$ cat config.mk
export PLATFORM = sky130hd
export DESIGN_NAME = spi_cmd_decoder
export DESIGN_NICKNAME = d
export VERILOG_FILES = /design/src/rtl/spi_cmd_pkg.sv /design/src/rtl/spi_cmd_decoder.sv
export SDC_FILE = /design/constraint.sdc
export NUM_CORES = 1
export LEC_CHECK = 0
export CELL_PAD_IN_SITES_DETAIL_PLACEMENT = 1
export CELL_PAD_IN_SITES_GLOBAL_PLACEMENT = 1
export CORE_MARGIN = 1
export CORE_UTILIZATION = 34
export DETAILED_ROUTE_END_ITERATION = 16
export PLACE_DENSITY_LB_ADDON = 0.1
export SYNTH_ARGS = -nofsm -noshare
export SYNTH_HDL_FRONTEND = slang
export SYNTH_SLANG_ARGS = --single-unit
$ cat constraint.sdc
create_clock -name clk -period 2 [get_ports clk]
set_input_delay 0.6 -clock clk [delete_from_list [all_inputs] [get_ports clk]]
set_output_delay 0.6 -clock clk [all_outputs]
set_load 0.01 [all_outputs]
$ cat src/rtl/spi_cmd_pkg.sv
// Shared types and constants for the SPI command decoder.
package spi_cmd_pkg;

  localparam int          CMD_WR_BIT     = 7;
  localparam int          WORD_W         = 16;
  localparam logic [7:0]  STATUS_DEFAULT = 8'hA5;

  typedef enum logic [2:0] {
    ST_IDLE,
    ST_WR_HI,
    ST_WR_LO,
    ST_RD_FETCH,
    ST_RD_HI,
    ST_RD_LO,
    ST_SINK
  } state_t;

endpackage

$ cat src/rtl/spi_cmd_decoder.sv
// SPI byte stream to 16-bit register bus bridge; read path built only with SPI_CMD_READ_EN.
//
// state    | meaning
// IDLE     | waiting for command byte
// WR_HI    | waiting for write high byte
// WR_LO    | waiting for write low byte, then write strobe
// RD_FETCH | read strobe issued, then capture read data and push high byte
// RD_HI    | high byte pushed, push held low byte on next byte
// RD_LO    | low byte pushed, advance address and fetch on next byte
// SINK     | read command with read path absent, ignore rest of frame
import spi_cmd_pkg::*;

module spi_cmd_decoder #(
  parameter int         ADDR_W      = 7,
  parameter logic [7:0] STATUS_BYTE = STATUS_DEFAULT
) (
  input  logic              clk,
  input  logic              rst,
  input  logic              frame_rst_i,
  input  logic [7:0]        rx_data_i,
  input  logic              rx_ack_i,
  output logic [7:0]        tx_data_o,
  output logic              tx_ack_o,
  output logic [ADDR_W-1:0] reg_addr_o,
  output logic [WORD_W-1:0] reg_wdata_o,
  output logic              reg_we_o,
  output logic              reg_re_o,
  input  logic [WORD_W-1:0] reg_rdata_i
);

  state_t              state_q, state_d;
  logic [ADDR_W-1:0]   addr_q, addr_d;
  logic [7:0]          hold_q, hold_d;
  logic [WORD_W-1:0]   wdata_q, wdata_d;
  logic [7:0]          tx_data_q, tx_data_d;
  logic                tx_ack_q, tx_ack_d;
  logic                we_q, we_d;
  logic                re_q, re_d;
  logic                rd_tx_q, rd_tx_d;

  always_ff @(posedge clk or posedge rst) begin
    if (rst) state_q <= ST_IDLE;
    else     state_q <= state_d;
  end

  always_comb begin
    state_d = state_q;
    if (frame_rst_i) begin
      state_d = ST_IDLE;
    end else begin
      case (state_q)
        ST_IDLE: if (rx_ack_i) begin
`ifdef SPI_CMD_READ_EN
          state_d = rx_data_i[CMD_WR_BIT] ? ST_WR_HI : ST_RD_FETCH;
`else
          state_d = rx_data_i[CMD_WR_BIT] ? ST_WR_HI : ST_SINK;
`endif
        end
        ST_WR_HI: if (rx_ack_i) state_d = ST_WR_LO;
        ST_WR_LO: if (rx_ack_i) state_d = ST_WR_HI;
`ifdef SPI_CMD_READ_EN
        // re_q marks the first RD_FETCH cycle; read data is valid in the second
        ST_RD_FETCH: if (!re_q) state_d = ST_RD_HI;
        ST_RD_HI:    if (rx_ack_i) state_d = ST_RD_LO;
        ST_RD_LO:    if (rx_ack_i) state_d = ST_RD_FETCH;
`else
        ST_SINK:     state_d = ST_SINK;
`endif
        default: state_d = ST_IDLE;
      endcase
    end
  end

  always_comb begin
    addr_d    = addr_q;
    hold_d    = hold_q;
    wdata_d   = wdata_q;
    tx_data_d = tx_data_q;
    tx_ack_d  = 1'b0;
    we_d      = 1'b0;
    re_d      = 1'b0;
    rd_tx_d   = 1'b0;
    // write address advances after the strobe cycle so the strobe sees the current address
    if (we_q) addr_d = addr_q + 1'b1;
    if (frame_rst_i) begin
      hold_d    = '0;
      tx_data_d = STATUS_BYTE;
      tx_ack_d  = 1'b1;
    end else begin
      case (state_q)
        ST_IDLE: if (rx_ack_i) begin
          addr_d = rx_data_i[ADDR_W-1:0];
`ifdef SPI_CMD_READ_EN
          if (rx_data_i[CMD_WR_BIT]) begin
            tx_data_d = STATUS_BYTE;
            tx_ack_d  = 1'b1;
          end else begin
            re_d = 1'b1;
          end
`else
          tx_data_d = STATUS_BYTE;
          tx_ack_d  = 1'b1;
`endif
        end
        ST_WR_HI: if (rx_ack_i) begin
          hold_d    = rx_data_i;
          tx_data_d = STATUS_BYTE;
          tx_ack_d  = 1'b1;
        end
        ST_WR_LO: if (rx_ack_i) begin
          we_d      = 1'b1;
          wdata_d   = {hold_q, rx_data_i};
          tx_data_d = STATUS_BYTE;
          tx_ack_d  = 1'b1;
        end
`ifdef SPI_CMD_READ_EN
        ST_RD_FETCH: begin
          if (re_q) begin
            tx_ack_d = 1'b1;
            rd_tx_d  = 1'b1;
          end else begin
            tx_data_d = reg_rdata_i[15:8];
            hold_d    = reg_rdata_i[7:0];
          end
        end
        ST_RD_HI: if (rx_ack_i) begin
          tx_data_d = hold_q;
          tx_ack_d  = 1'b1;
        end
        ST_RD_LO: if (rx_ack_i) begin
          addr_d = addr_q + 1'b1;
          re_d   = 1'b1;
        end
`else
        ST_SINK: if (rx_ack_i) begin
          tx_data_d = STATUS_BYTE;
          tx_ack_d  = 1'b1;
        end
`endif
        default: ;
      endcase
    end
  end

  always_ff @(posedge clk or posedge rst) begin
    if (rst) begin
      addr_q    <= '0;
      hold_q    <= '0;
      wdata_q   <= '0;
      tx_data_q <= STATUS_BYTE;
      tx_ack_q  <= 1'b0;
      we_q      <= 1'b0;
      re_q      <= 1'b0;
      rd_tx_q   <= 1'b0;
    end else begin
      addr_q    <= addr_d;
      hold_q    <= hold_d;
      wdata_q   <= wdata_d;
      tx_data_q <= tx_data_d;
      tx_ack_q  <= tx_ack_d;
      we_q      <= we_d;
      re_q      <= re_d;
      rd_tx_q   <= rd_tx_d;
    end
  end

  assign tx_ack_o    = tx_ack_q;
  assign reg_addr_o  = addr_q;
  assign reg_wdata_o = wdata_q;
  assign reg_we_o    = we_q;

`ifdef SPI_CMD_READ_EN
  // read data is forwarded in its valid cycle, then held from tx_data_q
  assign tx_data_o = rd_tx_q ? reg_rdata_i[15:8] : tx_data_q;
  assign reg_re_o  = re_q;
`else
  logic unused_rd;
  assign unused_rd = ^{reg_rdata_i, re_q, rd_tx_q};
  assign tx_data_o = tx_data_q;
  assign reg_re_o  = 1'b0;
`endif

endmodule

==> metrics.md, run 1 <==
| Metric | Value |
|---|---|
| Routability cong. | about 0.7 |
| Cell Count, Final, Fillers Out | 244 |
| RSZ-0062 raised after global routing | false |
| Max Cap Viol | 0 |
| Vias in the first global route | roughly 1200 |
| Min-Delay Path Class | reg2reg |
| CTS Root Cell | clkbuf_8 |
| Area after DPL | ~2100 um^2 |
| Fin util | 47.2% |
| Synth cell types | 33 |
| Ys async rst share | 100% |
| Dpl ws | -0.226 ns |
| Post-CTS Resized | 0 |
| Post-Syn Area | approximately 1700 um^2 |
| Slowest stage delay, CP | roughly 0.53 ns |
| Pleak | about 1.0 nW |
| Antenna diode count | 0 |
| Sequential area share after synthesis | 53.8% |
| Total Power | 2.08 mW |
| Worst-path cell chain | clkdlybuf4s50_1, or4b_4, nor2_4, mux2_2 |
| Final wirelength | roughly 3600 um |
| Clock transition at the registers of the reported paths | 0.07 ns |
| Maximum vdd drop | 0.000359 V |
| Worst slew pin tran | 0.568 ns |
| Synth Register Bits | 36 |
| Slew Limit Fails | 0 |
| Number of hold buffers added after CTS | 0 |
| Synth warn | 0 |
| Port-buffer cells | 36 |
| Worst Skew | 0.00863 ns |
| Total die area | 5210 um^2 |
| Post-route setup TNS | 0 ns |
| Worst path bufs/invs | 1 |
| Detail Placement HPWL | 2570 um |
| Top-count cell post-synth | dfrtp_1 |
| Slew Limit Headroom | 62.1% |
| Synth Area per Inst | 12.8 um^2 |
| First-pass GRT wire length | 5870 um |
| # IOs | 62 |
| Setup crit end kind | flop |
| Detailed-route via count | ~1100 |
| Hold WS | 0.509 ns |
| Largest net degree at the start of global routing | 37 |
| Wirelength per Cell | around 15 um |
| Crit path max fanout | 5 |
| Hold Startpoint | reg_wdata_o[6]$_DFFE_PP0P_ |
| Post-CTS setup-driven buffer insertion count | 0 |
| Max Fclk | 0.520 GHz |
| Startpoint types | primary input |
| Hold Fails Final Rpt | 0 |
| Clock tree from TritonCTS | yes |
| Drt first pass iters | 2 |
| Initial antenna violation count | 0 |
| Most used DFF post-synth | dfrtp_1 |
| Antenna Nets Post-Route | 0 |
| Initial DRC count | 52 |
| Detail-routed via count per cell | 4.66 |
| Cell count after synthesis | ~130 |
| Slack of the critical path | roughly 0.077 ns |
| Post-synth EDFFs | 0 |
| Post-route cell area | 2230 um^2 |
| Delay-heaviest family, CP | simple AND/OR/NAND/NOR gates |
| Clock sink count | 36 |
| Critical Path AT | 2.10 ns |
| GRT Residual Overflow | 0 |
| Status | finished, final reports clean |
| Critical path origin | frame_rst_i |
| TritonCTS Buffers | 5 |
| Synth top area share | between 50% and 60% |
| Die X | 72.2 um |
| Starting Density | a little over a third |
| Syn-to-layout area delta | 33.0% |
| Gr usage total | 15.3% |
| Share of layout cells above drive strength 1 | between 20 and 25% |
| Reg2reg start | state_q[0]$_DFFE_PP0P_ |
| Top cells by count, synth | dfrtp_1 (36), mux2i_1 (10), buf_4 (9), mux2_2 (9), mux2_4 (9) |
| Total core area | roughly 4700 um^2 |
| Nets@finish | between 200 and 250 |
| Row count | 25 |
| Inst Count DP | 236 |
| Min Tclk post-route | around 1.9 ns |
| Vert. Die Dim | 72.2 um |
| # setup viols final | 0 |
| Cell taking the most area after synthesis | dfrtp_1 |
| H-tree Lvls | 2 |
| Drt drc | 0 |
| CTS max path bufs | 2 |
| Clk_lat worst skew | 0.29 ns |
| Area contributors post-synth | dfrtp_1 (54%), mux2_4 (8.1%), mux2_2 (6.0%) |
| Worst Path Required | around 2.2 ns |
| CP max stage cell | or4b_4 |
| Power Dens Cells | 935 nW/um^2 |
| Kind of critical path | in2reg |
| Part of the cycle the worst path needs | a little over nine tenths |
[sequential cells by signal, indices dropped and copies added, names as in the netlist]
| name | cells |
|---|---|
| hold_q | 8 |
| reg_we_o | 1 |
| tx_ack_o | 1 |
| reg_addr_o | 7 |
| reg_wdata_o | 16 |
| state_q | 3 |
[power breakdown]
| part | switching, mW | total (mW) | internal [mW] |
|---|---|---|---|
| logic | 0.202 | 0.531 | 0.329 |
| clock network | 0.256 | 0.626 | 0.370 |
| registers | 0.0896 | 0.925 | 0.836 |
| total | 0.548 | 2.08 | 1.53 |
[cells by family (layout without fill, tap and decap cells)]
kind of cell / Yosys count / after routing / share of synthesized area [%]
compound gates: 14 / 14 / 5.53
other cells: 2 / 9 / 0.448
simple gates: 29 / 29 / 11.0
fa+ha+maj: 1 / 1 / 0.747
flops: 36 / 36 / 53.8
mux: 28 / 28 / 20.1
xor+xnor: 4 / 4 / 2.09
buf+inv: 17 / 56 / 6.35
[cell type report]
type | instances | area, um^2
clock buffer | 6 | 72.6
clock inverter | 2 | 35.0
fill | 503 | 2490
inverter | 4 | 15.0
multi-input combinational | 85 | 701
sequential | 36 | 901
tap | 67 | 83.8
timing repair buffer | 44 | 420
[routing by layer]
metal  track usage (%)  part of all wire [%]  vias to the layer above
li1                  -                     -                      528
met1              18.4                    44                      576
met2              25.6                    50                       27
met3              4.72                   4.5                        7
met4              5.88                   1.6                        0
met5                 0                     0                        -
[cells in the final DEF, fill, tap and decap left out, drive strengths merged, types with 2 or more instances in the layout]
master          n
o32a            2
xnor2           3
nor3            4
dfrtp          36
nand2           4
nor2            9
conb            9
mux2i          10
clkdlybuf4s50  36
clkbuf          6
nand3           4
mux2           18
a21oi           3
o21ai           5
buf             8
inv             4
nand4           2
[path summary, 6_finish.rpt]
check / slack [ns] / cells past startpoint / end
worst max-delay path: 0.08 / 4 / reg_addr_o[4]$_DFF_PP0_
worst min-delay path: 0.51 / 1 / reg_wdata_o[6]$_DFFE_PP0P_
worst max register to register: 0.33 / 3 / reg_addr_o[4]$_DFF_PP0_
worst min register to register: 0.51 / 1 / reg_wdata_o[6]$_DFFE_PP0P_
max in group asynchronous: 0.94 / 3 / reg_wdata_o[15]$_DFFE_PP0P_
min in group asynchronous: 0.72 / 3 / reg_addr_o[4]$_DFF_PP0_
(Power assumes the default switching activity.)
==> inputs of run 2 (changes only) <==
--- a/config.mk
+++ b/config.mk
@@ -9,6 +9,7 @@
 export CELL_PAD_IN_SITES_GLOBAL_PLACEMENT = 1
 export CORE_MARGIN = 1
 export CORE_UTILIZATION = 34
+export CTS_CLUSTER_DIAMETER = 200
 export DETAILED_ROUTE_END_ITERATION = 16
 export PLACE_DENSITY_LB_ADDON = 0.1
 export SYNTH_ARGS = -nofsm -noshare
==> results of run 2 <==
Same layout as run 1: the final DEF is identical, and so are final timing and power.
==> inputs of run 3 (changes only) <==
--- a/config.mk
+++ b/config.mk
@@ -5,6 +5,7 @@
 export SDC_FILE = /design/constraint.sdc
 export NUM_CORES = 1
 export LEC_CHECK = 0
+export CAP_MARGIN = 0
 export CELL_PAD_IN_SITES_DETAIL_PLACEMENT = 1
 export CELL_PAD_IN_SITES_GLOBAL_PLACEMENT = 1
 export CORE_MARGIN = 1
==> results of run 3 <==
Same layout as run 1: the final DEF is identical, and so are final timing and power.
